[src/rtl/dma_csr_axil_slave.sv]
// dma_csr_axil_slave: AXI4-Lite register map for the DMA engine.
// Holds the transfer configuration, issues the start pulse and gathers completion/error status into an interrupt.
module dma_csr_axil_slave #(
    parameter int ADDR_W = 8,
    parameter int DATA_W = 32
) (
    input  logic                clk,
    input  logic                rst_n,
    input  logic [ADDR_W-1:0]   s_awaddr,
    input  logic                s_awvalid,
    output logic                s_awready,
    input  logic [DATA_W-1:0]   s_wdata,
    input  logic [DATA_W/8-1:0] s_wstrb,
    input  logic                s_wvalid,
    output logic                s_wready,
    output logic [1:0]          s_bresp,
    output logic                s_bvalid,
    input  logic                s_bready,
    input  logic [ADDR_W-1:0]   s_araddr,
    input  logic                s_arvalid,
    output logic                s_arready,
    output logic [DATA_W-1:0]   s_rdata,
    output logic [1:0]          s_rresp,
    output logic                s_rvalid,
    input  logic                s_rready,
    output logic [DATA_W-1:0]   src_addr_o,
    output logic [DATA_W-1:0]   dst_addr_o,
    output logic [DATA_W-1:0]   length_o,
    output logic [1:0]          burst_o,
    output logic                start_o,
    input  logic                busy_i,
    input  logic                done_i,
    input  logic                err_i,
    output logic                irq_o
);
    localparam logic [1:0] OKAY = 2'b00;
    localparam logic [1:0] SLVERR = 2'b10;

    logic                rdy_q;
    logic                aw_held_q, aw_held_d, w_held_q, w_held_d;
    logic [ADDR_W-1:0]   aw_addr_q, aw_addr_d;
    logic [DATA_W-1:0]   w_data_q, w_data_d;
    logic [DATA_W/8-1:0] w_strb_q, w_strb_d;
    logic                bvalid_q, bvalid_d, rvalid_q, rvalid_d;
    logic [1:0]          bresp_q, bresp_d, rresp_q, rresp_d;
    logic [DATA_W-1:0]   rdata_q, rdata_d, rmux;
    logic [DATA_W-1:0]   src_q, src_d, dst_q, dst_d, len_q, len_d;
    logic [1:0]          burst_q, burst_d;
    logic                irq_en_q, irq_en_d, done_q, done_d, err_q, err_d;
    logic                start_q, start_d, irq_q, irq_d;
    logic                wr_fire, start_ok;
    logic [2:0]          widx;

    function automatic logic [DATA_W-1:0] merge(input logic [DATA_W-1:0] old,
                                                input logic [DATA_W-1:0] d,
                                                input logic [DATA_W/8-1:0] s);
        merge = old;
        for (int i = 0; i < DATA_W/8; i++)
            if (s[i]) merge[i*8 +: 8] = d[i*8 +: 8];
    endfunction

    assign s_awready  = rdy_q & ~aw_held_q & ~bvalid_q;
    assign s_wready   = rdy_q & ~w_held_q & ~bvalid_q;
    assign s_arready  = rdy_q & ~rvalid_q;
    assign s_bvalid   = bvalid_q;
    assign s_bresp    = bresp_q;
    assign s_rvalid   = rvalid_q;
    assign s_rresp    = rresp_q;
    assign s_rdata    = rdata_q;
    assign src_addr_o = src_q;
    assign dst_addr_o = dst_q;
    assign length_o   = len_q;
    assign burst_o    = burst_q;
    assign start_o    = start_q;
    assign irq_o      = irq_q;

    assign wr_fire  = aw_held_q & w_held_q & ~bvalid_q;
    assign widx     = aw_addr_q[4:2];
    assign start_ok = ~busy_i & (|len_q) & (burst_q != 2'b11);

    always_comb begin
        aw_held_d = aw_held_q;
        aw_addr_d = aw_addr_q;
        w_held_d  = w_held_q;
        w_data_d  = w_data_q;
        w_strb_d  = w_strb_q;
        bvalid_d  = bvalid_q;
        bresp_d   = bresp_q;
        rvalid_d  = rvalid_q;
        rresp_d   = rresp_q;
        rdata_d   = rdata_q;
        src_d     = src_q;
        dst_d     = dst_q;
        len_d     = len_q;
        burst_d   = burst_q;
        irq_en_d  = irq_en_q;
        done_d    = done_q;
        err_d     = err_q;
        start_d   = 1'b0;
        irq_d     = irq_en_q & (done_q | err_q);
        rmux      = '0;
        if (s_awvalid && s_awready) begin
            aw_held_d = 1'b1;
            aw_addr_d = s_awaddr;
        end
        if (s_wvalid && s_wready) begin
            w_held_d = 1'b1;
            w_data_d = s_wdata;
            w_strb_d = s_wstrb;
        end
        if (wr_fire) begin
            bvalid_d = 1'b1;
            bresp_d  = OKAY;
            // Address registers are frozen while the engine runs; the full compare also catches 0x20+.
            if (!(aw_addr_q < ADDR_W'(24)) || (busy_i && widx < 3'd3)) bresp_d = SLVERR;
            else case (widx)
                3'd0: src_d = merge(src_q, w_data_q, w_strb_q);
                3'd1: dst_d = merge(dst_q, w_data_q, w_strb_q);
                3'd2: len_d = merge(len_q, w_data_q, w_strb_q);
                3'd3: if (w_strb_q[0]) begin
                    irq_en_d = w_data_q[1];
                    if (w_data_q[0] && start_ok) begin
                        start_d = 1'b1;
                        done_d  = 1'b0;
                        err_d   = 1'b0;
                    end else if (w_data_q[0]) begin
                        err_d   = 1'b1;
                        bresp_d = SLVERR;
                    end
                end
                3'd4: if (w_strb_q[0]) begin
                    done_d = done_q & ~w_data_q[0];
                    err_d  = err_q & ~w_data_q[1];
                end
                3'd5: if (w_strb_q[0]) burst_d = w_data_q[1:0];
                default: ;
            endcase
        end
        if (bvalid_q && s_bready) begin
            bvalid_d  = 1'b0;
            aw_held_d = 1'b0;
            w_held_d  = 1'b0;
        end
        // Hardware events land after the W1C so a same-cycle set is never lost.
        if (done_i) done_d = 1'b1;
        if (err_i) err_d = 1'b1;
        case (s_araddr[4:2])
            3'd0: rmux = src_q;
            3'd1: rmux = dst_q;
            3'd2: rmux = len_q;
            3'd3: rmux[1] = irq_en_q;
            3'd4: rmux[2:0] = {busy_i, err_q, done_q};
            3'd5: rmux[1:0] = burst_q;
            default: ;
        endcase
        if (s_arvalid && s_arready) begin
            rvalid_d = 1'b1;
            rresp_d  = (s_araddr < ADDR_W'(24)) ? OKAY : SLVERR;
            rdata_d  = (s_araddr < ADDR_W'(24)) ? rmux : '0;
        end else if (rvalid_q && s_rready) begin
            rvalid_d = 1'b0;
        end
    end

    always_ff @(posedge clk or negedge rst_n) begin
        if (!rst_n) begin
            rdy_q     <= 1'b0;
            aw_held_q <= 1'b0;
            aw_addr_q <= '0;
            w_held_q  <= 1'b0;
            w_data_q  <= '0;
            w_strb_q  <= '0;
            bvalid_q  <= 1'b0;
            bresp_q   <= OKAY;
            rvalid_q  <= 1'b0;
            rresp_q   <= OKAY;
            rdata_q   <= '0;
            src_q     <= '0;
            dst_q     <= '0;
            len_q     <= '0;
            burst_q   <= 2'b01;
            irq_en_q  <= 1'b0;
            done_q    <= 1'b0;
            err_q     <= 1'b0;
            start_q   <= 1'b0;
            irq_q     <= 1'b0;
        end else begin
            rdy_q     <= 1'b1;
            aw_held_q <= aw_held_d;
            aw_addr_q <= aw_addr_d;
            w_held_q  <= w_held_d;
            w_data_q  <= w_data_d;
            w_strb_q  <= w_strb_d;
            bvalid_q  <= bvalid_d;
            bresp_q   <= bresp_d;
            rvalid_q  <= rvalid_d;
            rresp_q   <= rresp_d;
            rdata_q   <= rdata_d;
            src_q     <= src_d;
            dst_q     <= dst_d;
            len_q     <= len_d;
            burst_q   <= burst_d;
            irq_en_q  <= irq_en_d;
            done_q    <= done_d;
            err_q     <= err_d;
            start_q   <= start_d;
            irq_q     <= irq_d;
        end
    end
endmodule

[config.mk]
export PLATFORM = sky130hd
export DESIGN_NAME = dma_csr_axil_slave
export DESIGN_NICKNAME = d
export VERILOG_FILES = /design/src/rtl/dma_csr_axil_slave.sv
export SDC_FILE = /design/constraint.sdc
export NUM_CORES = 1
export LEC_CHECK = 0
export CAP_MARGIN = 5
export CORE_MARGIN = 5
export CORE_UTILIZATION = 53
export CTS_CLUSTER_SIZE = 14
export DETAILED_ROUTE_END_ITERATION = 10
export GPL_ROUTABILITY_DRIVEN = 1
export MAX_ROUTING_LAYER = met4
export PLACE_DENSITY = 0.86
export SYNTH_ARGS = -nofsm -noshare
export SYNTH_HDL_FRONTEND = slang
export SYNTH_SLANG_ARGS = --single-unit
[constraint.sdc]
create_clock -name clk -period 4.6 [get_ports clk]
set_clock_uncertainty 0.15 [all_clocks]
set_input_delay 0.92 -clock clk [delete_from_list [all_inputs] [get_ports clk]]
set_output_delay 0.92 -clock clk [all_outputs]
set_load 0.005 [all_outputs]
Word level (Yosys, flattened, before mapping). Cells that the tools add are included.

Register bits after elaboration: 188. Output and inout bits: 141. Memory bits (read-only): 0. Memory bits (writable): 0. Bits of input ports: 62. Logic and storage cells: 147. Bits in latches: 0. Memories: 0.

Muxes and demuxes: 39. Shifts and indexed selects: 0. Bitwise logic cells: 21. Reductions and logical operators: 36. Magnitude comparators: 3. $add $sub $neg: 0. Equal/unequal tests: 19. Multiply operators: 0. Divide/modulo/power cells: 0.

Operators by type and width (count): $pmux W29 S3 (1); $reduce_and A4 Y1 (14); $mux W32 (1); $reduce_or A32 Y1 (1); $mux W1 (26); $lt A8 B5 Y1 const B (2); $ne A3 B3 Y1 const B (5); $and A1 B1 Y1 (12); $eq A3 B2 Y1 const B (4); $eq A3 B3 Y1 const B (4); $mux W2 (6); $reduce_and A6 Y1 (2); $reduce_bool A2 Y1 (6); $not A1 Y1 (8); $logic_and A1 B1 Y1 (7); $eq A3 B1 Y1 const B (2); $logic_not A3 Y1 (2); $ne A2 B2 Y1 const B (3); $pmux W1 S6 (1); $reduce_bool A3 Y1 (2); $pmux W1 S5 (1); $ne A4 B4 Y1 const B (1); $pmux W1 S2 (2); $pmux W1 S4 (1); 4 further kinds (4).

Logic depth before layout (Yosys ltp).
Depth after elaboration: 10. Mapped depth: 7. Mapped depth without buffers: 4.

Worst setup path before layout. No wires, ideal clock.

Kind: input-to-reg. From: in s_araddr[4]. To: reg rdata_q[21] (netlist: s_rdata[21]). Arrival: 2.414 ns. Library setup time: 0.065 ns. Buffers on the path: 3. Stages on the path: 7. Path slack: 1.971 ns. Required time: 4.385 ns. Cell sequence: clkbuf_1 > a2111oi_0 > nand3_1 > a211oi_1 > buf_2 > buf_2 > a22o_1.

Word-level cells in the longest chain between the ends: 3. Elaborated cells between the ends (all ways): 6. Those cells by class: order compare: 1; eq/ne: 2; mux: 2; reduce/logical: 1.

RTL lines: start: declaration (line 19) `input logic [ADDR_W-1:0] s_araddr,`; parallel branches: the longest is 2 deep, another holds $lt A8 B5 Y1; $mux W32 (*) (line 159) `rdata_d = (s_araddr < ADDR_W'(24)) ? rmux : '0;`; end signal: assignment (line 198) `rdata_q <= rdata_d;`; end: declaration (line 46) `logic [DATA_W-1:0] rdata_q, rdata_d, rmux;`.

Every way passes the cells marked *. A chain may end at the register's enable or synchronous reset.

Worst setup path in the final report.
From: in s_araddr[4]. To: reg rdata_q[30] (netlist: s_rdata[30]).

The elaborated chain is that of the path after synthesis.

==> results_dict.tcl <==
set metrics [dict create \
    outcome "complete, no violations" \
    p_per_area_nw_per_um2 460 \
    async_flop_share 1.00 \
    synth.avg_cell_area_um2 13.8 \
    preCtsSetupSlack_ns 0.859 \
    synth.distinct_cells 51 \
    grt_max_degree 101 \
    drtIter0Drc 319 \
    design_area_um2 10600 \
    cts_tree "yes" \
    cts.clk_slew.worst_paths_ns 0.07 \
    finalSetupViolations 0 \
    hold_path.class "reg -> reg" \
    drc_errors 0 \
    gp_congestion 0.853 \
    nets 828 \
    yosysTopAreaCellShare 0.581 \
    wl_met1_um 8970 \
    reg2reg_to "length_o[1]$_DFFE_PN0P_" \
    dr.pass1.iters 4 \
    initial_utilization 0.542 \
    antenna_found_initial 0 \
    crit_required_ns 4.82 \
    synth_top_flop_cell "dfrtp_1" \
    cts_htree_levels 4 \
    synth_edf_count 0 \
    synth_cells 572 \
    arrival_ns 3.54 \
    clk_latency_ns 0.44 \
    critical_path.max_fanout 11 \
    antenna_cells 0 \
    fp.coreArea_um2 14500 \
    drv_slew 0 \
    ir_drop_v 0.000312 \
    fmax_ghz 0.301 \
    fin_ws_ns 1.28 \
    r2r-start "aw_addr_q[3]$_DFFE_PN0P_" \
    rows 44 \
    maxUsedRoutingLayer "met4" \
    worst_r2r_path_depth 4 \
    die_y_um 132 \
    endpoint_kind "register" \
    yosysTopAreaCell "dfrtp_1" \
    netlist_top_cells_area "dfrtp_1 58%, mux2_2 19%, mux2i_1 4.3%, a22o_1 3.3%, o21ai_0 2.4%" \
    clock_path_buffers 2 \
    numClockSinks 184 \
    ant_nets 0 \
    postCtsHoldBufs 0 \
    synth-xor-area-share 0 \
    ys_warn_count 0 \
    cts_setup_buffers 0 \
    fillers 956 \
    drive_gt1_frac 0.252 \
    drt-total-wl_um 21800 \
    syn_area_um2 7880 \
    dr_total_vias 5634 \
    power_mw 4.88 \
    finalHoldViolations 0 \
    hold_depth 2 \
    maxCapViolations 0 \
    die-area_um2 17400 \
    wire_per_inst_um 22.6 \
    period_minus_slack_ns 3.32 \
    critPathLaunchType "input pin" \
    maxSlewHeadroom 0.254 \
    muxShareOfSynthArea 0.248 \
    placed_cell_area_um2 10000 \
    io_pins 203 \
    root_buffer "clkbuf_16" \
    hpwl_um 14700 \
    postCtsResizedCells 0 \
    critPathKind "in -> reg" \
    worstHoldStart "s_rdata[2]$_DFFE_PN0P_" \
    grt-ovfl-total 0 \
    leakagePower_nw 4.83 \
    wl_met2_um 11100 \
    die_x_um 132 \
    area_growth_syn_to_layout_pct 34.6 \
    rsz0062_at_grt "no" \
    rrSetupSlack_ns 1.99 \
    synthAdderAreaFrac 0 \
    first_global_vias 6117 \
    ys_seq_area_frac 0.585 \
    timing.final.crit_share 0.722 \
    synth_top_family_by_area "multiplexers" \
    grt_pass1_wl_um 35000 \
    met3WireLength_um 1300 \
    tns_ns 0 \
    yosys_register_bits 184 \
    tightest_slew_ns 1.12 \
    synth_simple_gate_area_share 0.0696 \
    routed_via_density 5.85 \
    place.port_buffers 196 \
    min_to "s_rdata[2]$_DFFE_PN0P_" \
    cts_buffers 17 \
    synth_compound_area_frac 0.0782 \
    final_util 0.730 \
    globalRouteTotalUtil 0.262 \
]
[cell type report]
cell class | instances | area, um2 | area share
sequential | 184 | 4610 | 0.434
multi-input combinational | 355 | 3150 | 0.297
timing repair buffer | 202 | 2010 | 0.190
clock buffer | 18 | 439 | 0.0414
tap | 184 | 230 | 0.0217
clock inverter | 14 | 146 | 0.0138
inverter | 6 | 22.5 | 0.00212
[report_power, final]
| group | leakage [nW] | switching, mW | internal [mW] |
|---|---|---|---|
| clock | 0.283 | 0.630 | 0.817 |
| combinational | 2.10 | 0.425 | 0.662 |
| sequential | 2.45 | 0.396 | 1.95 |
| total | 4.83 | 1.45 | 3.43 |
[critical path, stage by stage]
cell and delay, ns:
clkdlybuf4s50_1 0.62, a2111oi_0 0.52, nand3_1 0.31, a211oi_4 0.67, buf_4 0.33, a22o_1 0.16
[how the worst max path moves through the flow]
stage,from,to,slack (ns)
global placement,s_araddr[4],s_rdata[24]$_DFFE_PN0P_,1.0
CTS,s_araddr[4],s_rdata[30]$_DFFE_PN0P_,1.35
finish,s_araddr[4],s_rdata[30]$_DFFE_PN0P_,1.28
global route,s_araddr[4],s_rdata[30]$_DFFE_PN0P_,1.14
detailed placement,s_araddr[4],s_rdata[30]$_DFFE_PN0P_,0.86
floorplan,s_araddr[4],s_rdata[21]$_DFFE_PN0P_,1.97
[placed cells by master, fill, tap and decap left out, types with 8 or more instances in the layout]
master / synthesis / final
o21ai_0: 38 / 38
clkbuf_16: 0 / 17
a22o_1: 30 / 30
mux2_2: 135 / 135
mux2i_1: 34 / 34
nand2_4: 8 / 8
nand2_1: 41 / 41
clkdlybuf4s50_1: 0 / 193
dfrtp_1: 183 / 183
nor4_1: 8 / 8
[logic make-up after synthesis]
family | Yosys count
flip-flops | 184
buffers and inverters | 34
multiplexers | 176
AO/OA/AOI/OAI | 88
AND/OR/NAND/NOR | 88
other | 2
[synth_stat cells, drive strengths merged, types with 2 or more instances]
library cell and n:
buf 13, o21ai 38, nor3b 3, nor4b 2
and4 2, a2111oi 2, clkbuf 15, and3b 2
a22o 30, nand2 49, and2 3, a22oi 2
mux2 141, nand2b 3, mux2i 34, a221oi 2
conb 2, nor2b 2, dfrtp 183, nor3 2
nor4 10, inv 6, a21oi 2, o211ai 2
a21o 2, nor2 4
[registers in the layout, indices dropped and copies added (netlist names)]
signal / cells
w_strb_q: 4
s_bvalid: 1
src_addr_o: 32
w_data_q: 32
aw_addr_q: 6
s_bresp: 1
done_q: 1
s_rresp: 1
err_q: 1
s_rdata: 32
w_held_q: 1
length_o: 32
dst_addr_o: 32
irq_en_q: 1
irq_o: 1
burst_o: 2
s_rvalid: 1
rdy_q: 1
start_o: 1
aw_held_q: 1
[metrics by stage]
step / cells / hold WS (ns)
after global routing: 963 / 0.361
after CTS: 963 / 0.341
after global placement: 931 / 0.326
after floorplan: 573 / 0.321
final: 963 / 0.339
after detailed placement: 931 / 0.326
[layer usage]
metal	track usage	vias up
met5	-	-
met4	0.0851	0
met3	0.0637	28
met2	0.421	203
met1	0.328	2924
li1	-	2479
No activity file was read; power rests on OpenSTA's default activity.
